--- src/rtl/riscv_pkg.sv ---
// Shared RV32I control types: opcode constants, controller state, datapath select encodings.
package riscv_pkg;

    localparam logic [6:0] OP_LOAD   = 7'b0000011;
    localparam logic [6:0] OP_STORE  = 7'b0100011;
    localparam logic [6:0] OP_IMM    = 7'b0010011;
    localparam logic [6:0] OP_REG    = 7'b0110011;
    localparam logic [6:0] OP_BRANCH = 7'b1100011;
    localparam logic [6:0] OP_JAL    = 7'b1101111;

    typedef enum logic [2:0] {
        FETCH,
        DECODE,
        EXEC,
        MEM,
        WB,
        TRAP
    } ctrl_state_t;

    typedef enum logic [1:0] {
        WB_ALU = 2'd0,
        WB_MEM = 2'd1,
        WB_PC4 = 2'd2
    } wb_sel_t;

    typedef enum logic [1:0] {
        ALU_ADD   = 2'd0,
        ALU_SUB   = 2'd1,
        ALU_FUNCT = 2'd2
    } alu_op_t;

    // One-hot instruction class; all-zero means the opcode is not supported.
    typedef struct packed {
        logic load;
        logic store;
        logic imm;
        logic alu_r;
        logic branch;
        logic jal;
    } opclass_t;

endpackage

--- src/rtl/ctrl_opclass.sv ---
// Purpose: classify a 7-bit opcode into a one-hot class plus an illegal flag.
// Latency: purely combinational.
// Backpressure: none, no handshake.
module ctrl_opclass
    import riscv_pkg::*;
(
    input  logic [6:0] opcode,
    output opclass_t   cls,
    output logic       illegal
);

    always_comb begin
        cls = '0;
        case (opcode)
            OP_LOAD:   cls.load   = 1'b1;
            OP_STORE:  cls.store  = 1'b1;
            OP_IMM:    cls.imm    = 1'b1;
            OP_REG:    cls.alu_r  = 1'b1;
            OP_BRANCH: cls.branch = 1'b1;
            OP_JAL:    cls.jal    = 1'b1;
            default:   cls        = '0;
        endcase
    end

    assign illegal = (cls == '0);

endmodule

--- src/rtl/multicycle_ctrl.sv ---
// Purpose: multicycle RV32I control FSM driving datapath enables, selects and memory requests.
// Latency: 3-5 cycles per instruction plus one cycle per memory wait cycle; outputs Mealy on ready.
// Backpressure: requests held until ready or MEM_TIMEOUT wait cycles, then bus_err and trap.
module multicycle_ctrl
    import riscv_pkg::*;
#(
    parameter int unsigned MEM_TIMEOUT = 255
) (
    input  logic        clk,
    input  logic        rst,
    input  logic [6:0]  opcode,
    input  logic [2:0]  funct3,
    input  logic        funct7_5,
    input  logic        br_taken,
    output logic        imem_req,
    input  logic        imem_ready,
    output logic        dmem_req,
    output logic        dmem_we,
    input  logic        dmem_ready,
    output logic        ir_we,
    output logic        pc_we,
    output logic        pc_sel,
    output logic        reg_we,
    output logic [1:0]  wb_sel,
    output logic        alu_b_sel,
    output logic [1:0]  alu_op,
    output logic        illegal,
    output logic        bus_err,
    output logic [31:0] instret
);

    ctrl_state_t state, state_nxt;
    opclass_t    cls;
    logic        op_illegal;
    logic [15:0] wait_cnt;
    logic        wait_inc;
    logic        timed_out;
    logic        set_illegal;
    logic        set_bus_err;
    wb_sel_t     wb_sel_e;
    alu_op_t     alu_op_e;

    // funct fields are decoded by the ALU itself when alu_op selects funct decode.
    logic unused_funct;
    assign unused_funct = ^{funct3, funct7_5};

    ctrl_opclass u_opclass (
        .opcode  (opcode),
        .cls     (cls),
        .illegal (op_illegal)
    );

    assign timed_out = (wait_cnt == 16'(MEM_TIMEOUT));
    assign wb_sel    = wb_sel_e;
    assign alu_op    = alu_op_e;

    always_comb begin
        state_nxt   = state;
        imem_req    = 1'b0;
        ir_we       = 1'b0;
        dmem_req    = 1'b0;
        dmem_we     = 1'b0;
        pc_we       = 1'b0;
        pc_sel      = 1'b0;
        reg_we      = 1'b0;
        wb_sel_e    = WB_ALU;
        alu_b_sel   = 1'b0;
        alu_op_e    = ALU_ADD;
        wait_inc    = 1'b0;
        set_illegal = 1'b0;
        set_bus_err = 1'b0;
        case (state)
            FETCH: begin
                if (imem_ready) begin
                    imem_req  = 1'b1;
                    ir_we     = 1'b1;
                    state_nxt = DECODE;
                end else if (timed_out) begin
                    set_bus_err = 1'b1;
                    state_nxt   = TRAP;
                end else begin
                    imem_req = 1'b1;
                    wait_inc = 1'b1;
                end
            end
            DECODE: begin
                if (op_illegal) begin
                    set_illegal = 1'b1;
                    state_nxt   = TRAP;
                end else begin
                    state_nxt = EXEC;
                end
            end
            EXEC: begin
                if (cls.load || cls.store) begin
                    alu_b_sel = 1'b1;
                    state_nxt = MEM;
                end else if (cls.imm) begin
                    alu_b_sel = 1'b1;
                    alu_op_e  = ALU_FUNCT;
                    state_nxt = WB;
                end else if (cls.alu_r) begin
                    alu_op_e  = ALU_FUNCT;
                    state_nxt = WB;
                end else if (cls.branch) begin
                    alu_op_e  = ALU_SUB;
                    pc_we     = 1'b1;
                    pc_sel    = br_taken;
                    state_nxt = FETCH;
                end else if (cls.jal) begin
                    reg_we    = 1'b1;
                    wb_sel_e  = WB_PC4;
                    pc_we     = 1'b1;
                    pc_sel    = 1'b1;
                    state_nxt = FETCH;
                end else begin
                    set_illegal = 1'b1;
                    state_nxt   = TRAP;
                end
            end
            MEM: begin
                alu_b_sel = 1'b1;
                if (dmem_ready) begin
                    dmem_req = 1'b1;
                    dmem_we  = cls.store;
                    if (cls.store) begin
                        pc_we     = 1'b1;
                        state_nxt = FETCH;
                    end else begin
                        state_nxt = WB;
                    end
                end else if (timed_out) begin
                    set_bus_err = 1'b1;
                    state_nxt   = TRAP;
                end else begin
                    dmem_req = 1'b1;
                    dmem_we  = cls.store;
                    wait_inc = 1'b1;
                end
            end
            WB: begin
                reg_we = 1'b1;
                if (cls.load) begin
                    wb_sel_e = WB_MEM;
                end else begin
                    wb_sel_e = WB_ALU;
                end
                pc_we     = 1'b1;
                state_nxt = FETCH;
            end
            // TRAP and unused encodings all park in TRAP with every strobe low.
            default: state_nxt = TRAP;
        endcase
        // Reset kills any in-flight request or write in the same cycle.
        if (rst) begin
            imem_req  = 1'b0;
            ir_we     = 1'b0;
            dmem_req  = 1'b0;
            dmem_we   = 1'b0;
            pc_we     = 1'b0;
            pc_sel    = 1'b0;
            reg_we    = 1'b0;
            wb_sel_e  = WB_ALU;
            alu_b_sel = 1'b0;
            alu_op_e  = ALU_ADD;
        end
    end

    always_ff @(posedge clk) begin
        if (rst) begin
            state    <= FETCH;
            wait_cnt <= '0;
            illegal  <= 1'b0;
            bus_err  <= 1'b0;
            instret  <= '0;
        end else begin
            state    <= state_nxt;
            wait_cnt <= wait_inc ? wait_cnt + 16'd1 : 16'd0;
            if (set_illegal) begin
                illegal <= 1'b1;
            end
            if (set_bus_err) begin
                bus_err <= 1'b1;
            end
            if (pc_we) begin
                instret <= instret + 32'd1;
            end
        end
    end

endmodule

--- config.mk ---
export PLATFORM = sky130hd
export DESIGN_NAME = multicycle_ctrl
export DESIGN_NICKNAME = d
export VERILOG_FILES = /design/src/rtl/riscv_pkg.sv /design/src/rtl/ctrl_opclass.sv /design/src/rtl/multicycle_ctrl.sv
export SDC_FILE = /design/constraint.sdc
export NUM_CORES = 1
export LEC_CHECK = 0
export ABC_AREA = 1
export CAP_MARGIN = 0
export CORE_UTILIZATION = 32
export DETAILED_ROUTE_END_ITERATION = 10
export PLACE_DENSITY = 0.63
export SKIP_LAST_GASP = 1
export SLEW_MARGIN = 5
export SYNTH_ARGS = -nofsm -noshare
export SYNTH_HDL_FRONTEND = slang
export SYNTH_HIERARCHICAL = 1
export SYNTH_SLANG_ARGS = --single-unit
--- constraint.sdc ---
create_clock -name clk -period 1.9 [get_ports clk]
set_input_delay 0.285 -clock clk [delete_from_list [all_inputs] [get_ports clk]]
set_output_delay 0.285 -clock clk [all_outputs]
set_load 0.01 [all_outputs]
==> flow_summary.json, run 1 <==
{
  "outcome": "finished clean",
  "slowest_stage": "dfxtp_2",
  "fmax_mhz": 529,
  "startpoint_type": "flop",
  "initial_utilization_pct": 33.5,
  "cts_sinks": 53,
  "synth_edf_count": 0,
  "grt_util_all_layers_pct": 16.8,
  "synth_area_leader_cell": "dfxtp_1",
  "vias": 3676,
  "die_w_um": 104,
  "clock_latency_ns": 0.32,
  "viasPerCell": 4.65,
  "critPathBufInv": 5,
  "drc": 0,
  "area_growth_pct": 37.6,
  "cts_buffers": 5,
  "power.leakage_uw": 0.00178,
  "worstPathArrival_ns": 1.60,
  "slew_headroom_pct": 68.5,
  "cts-root-buf": "clkbuf_8",
  "clock_skew_ns": 0.0177,
  "pin_count": 62,
  "antenna_cells": 0,
  "tns_ns": 0,
  "std_cell_rows": 36,
  "die_h_um": 104,
  "power.total_uw": 2710,
  "min_path_type": "flop to flop",
  "drt_pre_antenna_iters": 4,
  "final_area_um2": 4570,
  "cts_tree": "yes",
  "placed_area_um2": 4310,
  "hold_start": "bus_err",
  "crit-reg2reg-launch": "state[1]",
  "synth_most_common_cell": "nand2_1",
  "synth_area_leaders": "dfxtp_1 (32%), nand2_1 (20%), nor2_1 (11%)",
  "layout-drive-gt1-share_pct": 19.8,
  "drv_slew": 0,
  "crit_path_frequent_cell": "inv_2",
  "ys_warn_count": 6,
  "gp_congestion": 0.848,
  "grt_overflow": 0,
  "path_clk_slew_ns": 0.09,
  "post-route-util_pct": 46.1,
  "fillers": 1012,
  "layout.nets": 674,
  "critPathTopFamily": "buffers and inverters",
  "synth_fp_nets": 569,
  "vdd.ir_drop.worst_v": 0.000450,
  "die_area_um2": 10800,
  "clk_path_buf_depth": 2,
  "grt_pass1_wl_um": 15300,
  "wl_um": 9050,
  "yosys-top-cells-count": "nand2_1 (177), nor2_1 (98), inv_1 (64)",
  "critPathRequiredTime_ns": 1.62,
  "core_area_um2": 9910,
  "rsz0062_at_grt": "true",
  "syn_area_um2": 3320,
  "slowest_delay_ns": 0.36,
  "drt_first_iter_violations": 123,
  "dp.cells": 775,
  "final.min_clock_period_ns": 1.89,
  "antenna_found_initial": 0,
  "synth.distinct_cells": 33,
  "avgSynthCellArea_um2": 6.02,
  "portBuffers": 57,
  "tightestPinTransition_ns": 0.468,
  "crit_chain": "ha_4, nand3_2, inv_2, nand2_2, inv_2, nand2_2, o211ai_1, buf_4, inv_2, buf_6",
  "async_flop_share_pct": 0,
  "synth_top_flop_cell": "dfxtp_1",
  "end_kind": "output port",
  "crit_path_start": "wait_cnt[0]",
  "grt_pass1_vias": 3372,
  "yosysSeqAreaShare_pct": 32.0,
  "yosys_register_bits": 53,
  "cap_violations": 0,
  "grt_start_max_net_pins": 24,
  "path_max_fanout": 3,
  "hpwl_um": 6730,
  "htree_levels": 2,
  "synth_top_area_share_pct": 32.0,
  "instances_no_fill": 790,
  "hold_viol": 0,
  "crit_type": "flop to output port",
  "min_period_over_period_pct": 99.4,
  "ctsHoldBuffers": 0,
  "ant_nets": 0,
  "postSynthCellCount": 551,
  "power_density_nw_per_um2": 594,
  "wl_per_cell_um": 11.5,
  "setup_viol": 0
}
[final timing paths]
kind / to / slack, ns / depth (start not counted)
max: dmem_req / 0.01 / 10
min: bus_err / 0.46 / 2
max reg2reg: instret[3] / 0.22 / 11
min reg2reg: bus_err / 0.46 / 2
[what timing repair did]
action | in CTS | in global routing
setup endpoints to repair | 42 | 38
setup buffers | 7 | 0
resized for setup | 81 | 31
pin swaps | 18 | 14
[flip-flops by register name, indices dropped and copies added (netlist names)]
signal,cells
instret,32
illegal,1
state,3
bus_err,1
wait_cnt,16
[metal layers]
metal	up-vias	part of all wire [%]	track usage [%]
met5	-	0	0
li1	1935	-	-
met1	1675	46	21.1
met3	9	3.1	2.44
met4	0	1.0	4.18
met2	57	50	30.0
[power by group]
part,leakage [uW],internal (uW),switching (uW),total [uW]
combinational,0.00129,298,395,693
sequential,0.000429,1160,49.8,1210
clock,0.0000585,396,414,811
[layout make-up]
class	count	area, um^2	area share (%)
clock buffers	5	68.8	1.51
clock inverters	3	43.8	0.959
inverters	68	255	5.59
repair buffers	107	892	19.5
well taps	133	166	3.64
multi-input cells	421	2080	45.4
flip-flops and latches	53	1070	23.3
[cells by family (layout without fill, tap and decap cells)]
logic type	count (synthesis)	in the layout	synth area share, %
AO/OA/AOI/OAI	59	59	9.69
XOR/XNOR	11	11	2.90
adder cells (fa/ha/maj)	2	2	0.754
buffers and inverters	77	183	9.65
flip-flops	53	53	32.0
AND/OR/NAND/NOR	349	349	45.0
[worst reg2reg max path, delay by kind of cell, from the launching register on]
kind	cells	cell delay, ns
simple gates	4	0.32
buf+inv	5	0.63
flops	1	0.44
compound gates	2	0.21
[placed cells by master, fill, tap and decap left out, types with 4 or more instances in the layout]
master,n
nand2_1,170
nor2_1,89
inv_1,57
dfxtp_1,49
buf_4,48
a21oi_1,41
clkdlybuf4s50_1,37
nand3_1,29
nor2_2,11
nor3_1,11
inv_2,10
o21ai_0,9
nand4_1,7
xor2_1,7
buf_2,7
nand2_2,6
nor2_4,6
clkbuf_8,5
clkbuf_2,5
xnor2_1,4
dlygate4sd2_1,4
buf_6,4
dfxtp_2,4
[stage by stage]
stage / worst slack (ns) / hold WS [ns]
after floorplan: 0.194 / 0.413
after global placement: -0.658 / 0.450
after detailed placement: -0.695 / 0.447
after CTS: -0.0229 / 0.464
after global routing: -0.107 / 0.477
final: 0.0107 / 0.460
(Power assumes the default switching activity.)
==> run 2, diff against run 1 <==
Settings changed: CTS_BUF_LIST set to sky130_fd_sc_hd__clkbuf_16.
==> run 2 against run 1 <==
- sequential cell count stayed put
- non-clock buffer count is 1 lower
- critical path type is now primary input to output port
- final cell count is 0.13% lower
- highest routed layer unchanged
- global-route usage is 0.078 points lower
==> flow_summary.json, run 2 (synthesis results as in run 1) <==
{
  "path_clk_slew_ns": 0.06,
  "path_max_fanout": 2,
  "critPathBufInv": 2,
  "std_cell_rows": 36,
  "slowest_delay_ns": 0.24,
  "fillers": 1006,
  "final_cell_mix": "nand2_1 (169), nor2_1 (90), inv_1 (58)",
  "final_common_cell": "nand2_1",
  "tightestPinTransition_ns": 0.464,
  "grt_util_all_layers_pct": 16.8,
  "tns_ns": 0,
  "critPathTopFamily": "simple AND/OR/NAND/NOR gates",
  "vdd.ir_drop.worst_v": 0.000527,
  "cp.depth": 10,
  "area_growth_pct": 38.7,
  "layout.nets": 673,
  "final-seq-area_um2": 1070,
  "pin_count": 62,
  "hpwl_um": 6730,
  "crit_path_frequent_cell": "nor2_2",
  "die_w_um": 104,
  "ant_nets": 0,
  "placed_area_um2": 4310,
  "setup_viol": 0,
  "drt_pre_antenna_iters": 4,
  "crit-reg2reg-launch": "state[1]",
  "timing.rr.end": "instret[3]",
  "initial_utilization_pct": 33.5,
  "top_regs": "instret x32, wait_cnt x16, state x3",
  "min_path_type": "flop to flop",
  "dp_slack_ns": -0.695,
  "antenna_found_initial": 0,
  "critPathRequiredTime_ns": 1.62,
  "drv_slew": 0,
  "r2r_cells": 11,
  "end_kind": "output port",
  "viasPerCell": 4.67,
  "cap_violations": 0,
  "outcome": "finished clean",
  "final_area_um2": 4610,
  "vias": 3683,
  "crit_type": "primary input to output port",
  "hold_start": "bus_err",
  "min_to": "bus_err",
  "grt_pass1_vias": 3370,
  "cts_buffers": 5,
  "min_period_over_period_pct": 96.3,
  "cts-root-buf": "clkbuf_16",
  "fin_ws_ns": 0.0707,
  "gp_congestion": 0.848,
  "slowest_stage": "nor2_2",
  "cts_tree": "yes",
  "r2r_setup_slack_ns": 0.24,
  "power.leakage_uw": 0.00181,
  "hold_depth": 2,
  "multi_input_area_um2": 2080,
  "largest_reg_flops": 32,
  "core_area_um2": 9910,
  "hold_viol": 0,
  "crit_chain": "clkbuf_2, nor2_2, nand4_1, nor2_2, nor2_2, nand3_2, nor2_4, nor2_4, nor2_8, buf_6",
  "fmax_mhz": 547,
  "rsz0062_at_grt": "true",
  "cts_sinks": 53,
  "worstPathArrival_ns": 1.54,
  "max_flop_register": "instret",
  "grt_pass1_wl_um": 15300,
  "layout-drive-gt1-share_pct": 19.5,
  "grt_overflow": 0,
  "clk_path_buf_depth": 2,
  "wl_um": 9010,
  "ctsHoldBuffers": 0,
  "drc": 0,
  "power_density_nw_per_um2": 644,
  "clock_skew_ns": 0.0142,
  "htree_levels": 2,
  "portBuffers": 57,
  "grt_start_max_net_pins": 24,
  "slew_headroom_pct": 68.8,
  "die_h_um": 104,
  "final.min_clock_period_ns": 1.83,
  "wl_per_cell_um": 11.4,
  "antenna_cells": 0,
  "startpoint_type": "primary input",
  "die_area_um2": 10800,
  "clock_latency_ns": 0.30,
  "post-route-util_pct": 46.5,
  "drt_first_iter_violations": 122
}
-- run 2: routing by layer --
layer / vias up / track usage, % / part of all wire, %
met1: 1669 / 21.3 / 46
met5: - / 0 / 0
met2: 72 / 29.9 / 50
li1: 1937 / - / -
met4: 0 / 3.16 / 0.51
met3: 5 / 2.63 / 3.4
-- run 2: area by class of cell --
type | instances | share of cell area (%)
Multi-Input combinational cell | 421 | 45.1
Sequential cell | 53 | 23.1
Inverter | 68 | 5.54
Clock buffer | 5 | 2.72
Tap cell | 133 | 3.61
Clock inverter | 3 | 0.951
Timing Repair Buffer | 106 | 18.9
-- run 2: worst max path at each step --
| stage | to | startpoint | slack, ns |
|---|---|---|---|
| after global routing | dmem_req | wait_cnt[6] | -0.03 |
| final | pc_we | opcode[2] | 0.07 |
| after global placement | pc_we | opcode[1] | -0.66 |
| after floorplan | pc_we | opcode[2] | 0.19 |
| after CTS | pc_we | opcode[3] | -0.02 |
| after detailed placement | alu_op[0] | opcode[6] | -0.69 |
-- run 2: what timing repair did --
item                                    CTS  global route
endpoints found under the setup margin   44            40
setup buffers                             6             0
pin swaps                                18            13
gates resized for setup                  78            34
-- run 2: power by group --
group	switching, uW	total (uW)	internal (uW)	leakage [uW]
Clock	439	1060	626	0.0000842
Sequential	49.9	1210	1160	0.000429
Combinational	391	693	302	0.00130
Total	880	2960	2080	0.00181
-- run 2: metrics by stage --
| step | hold WS, ns | total power [uW] | cells |
|---|---|---|---|
| 2_1_floorplan | 0.413 | 1600 | 551 |
| 3_3_place_gp | 0.450 | 1860 | 775 |
| 3_5_place_dp | 0.447 | 1870 | 775 |
| 4_1_cts | 0.459 | 2970 | 789 |
| 5_1_grt | 0.472 | 3110 | 789 |
| 6_report | 0.455 | 2960 | 789 |
-- run 2: worst register-to-register path, cell delays in order, from the launching register on --
cell     delay [ns]
dfxtp_2        0.41
nor2_2         0.06
buf_4          0.13
nand2_1        0.10
o21ai_4        0.08
buf_4          0.13
buf_4          0.12
inv_2          0.08
nand2_8        0.09
buf_4          0.17
a21oi_1        0.13
nor3_1         0.06
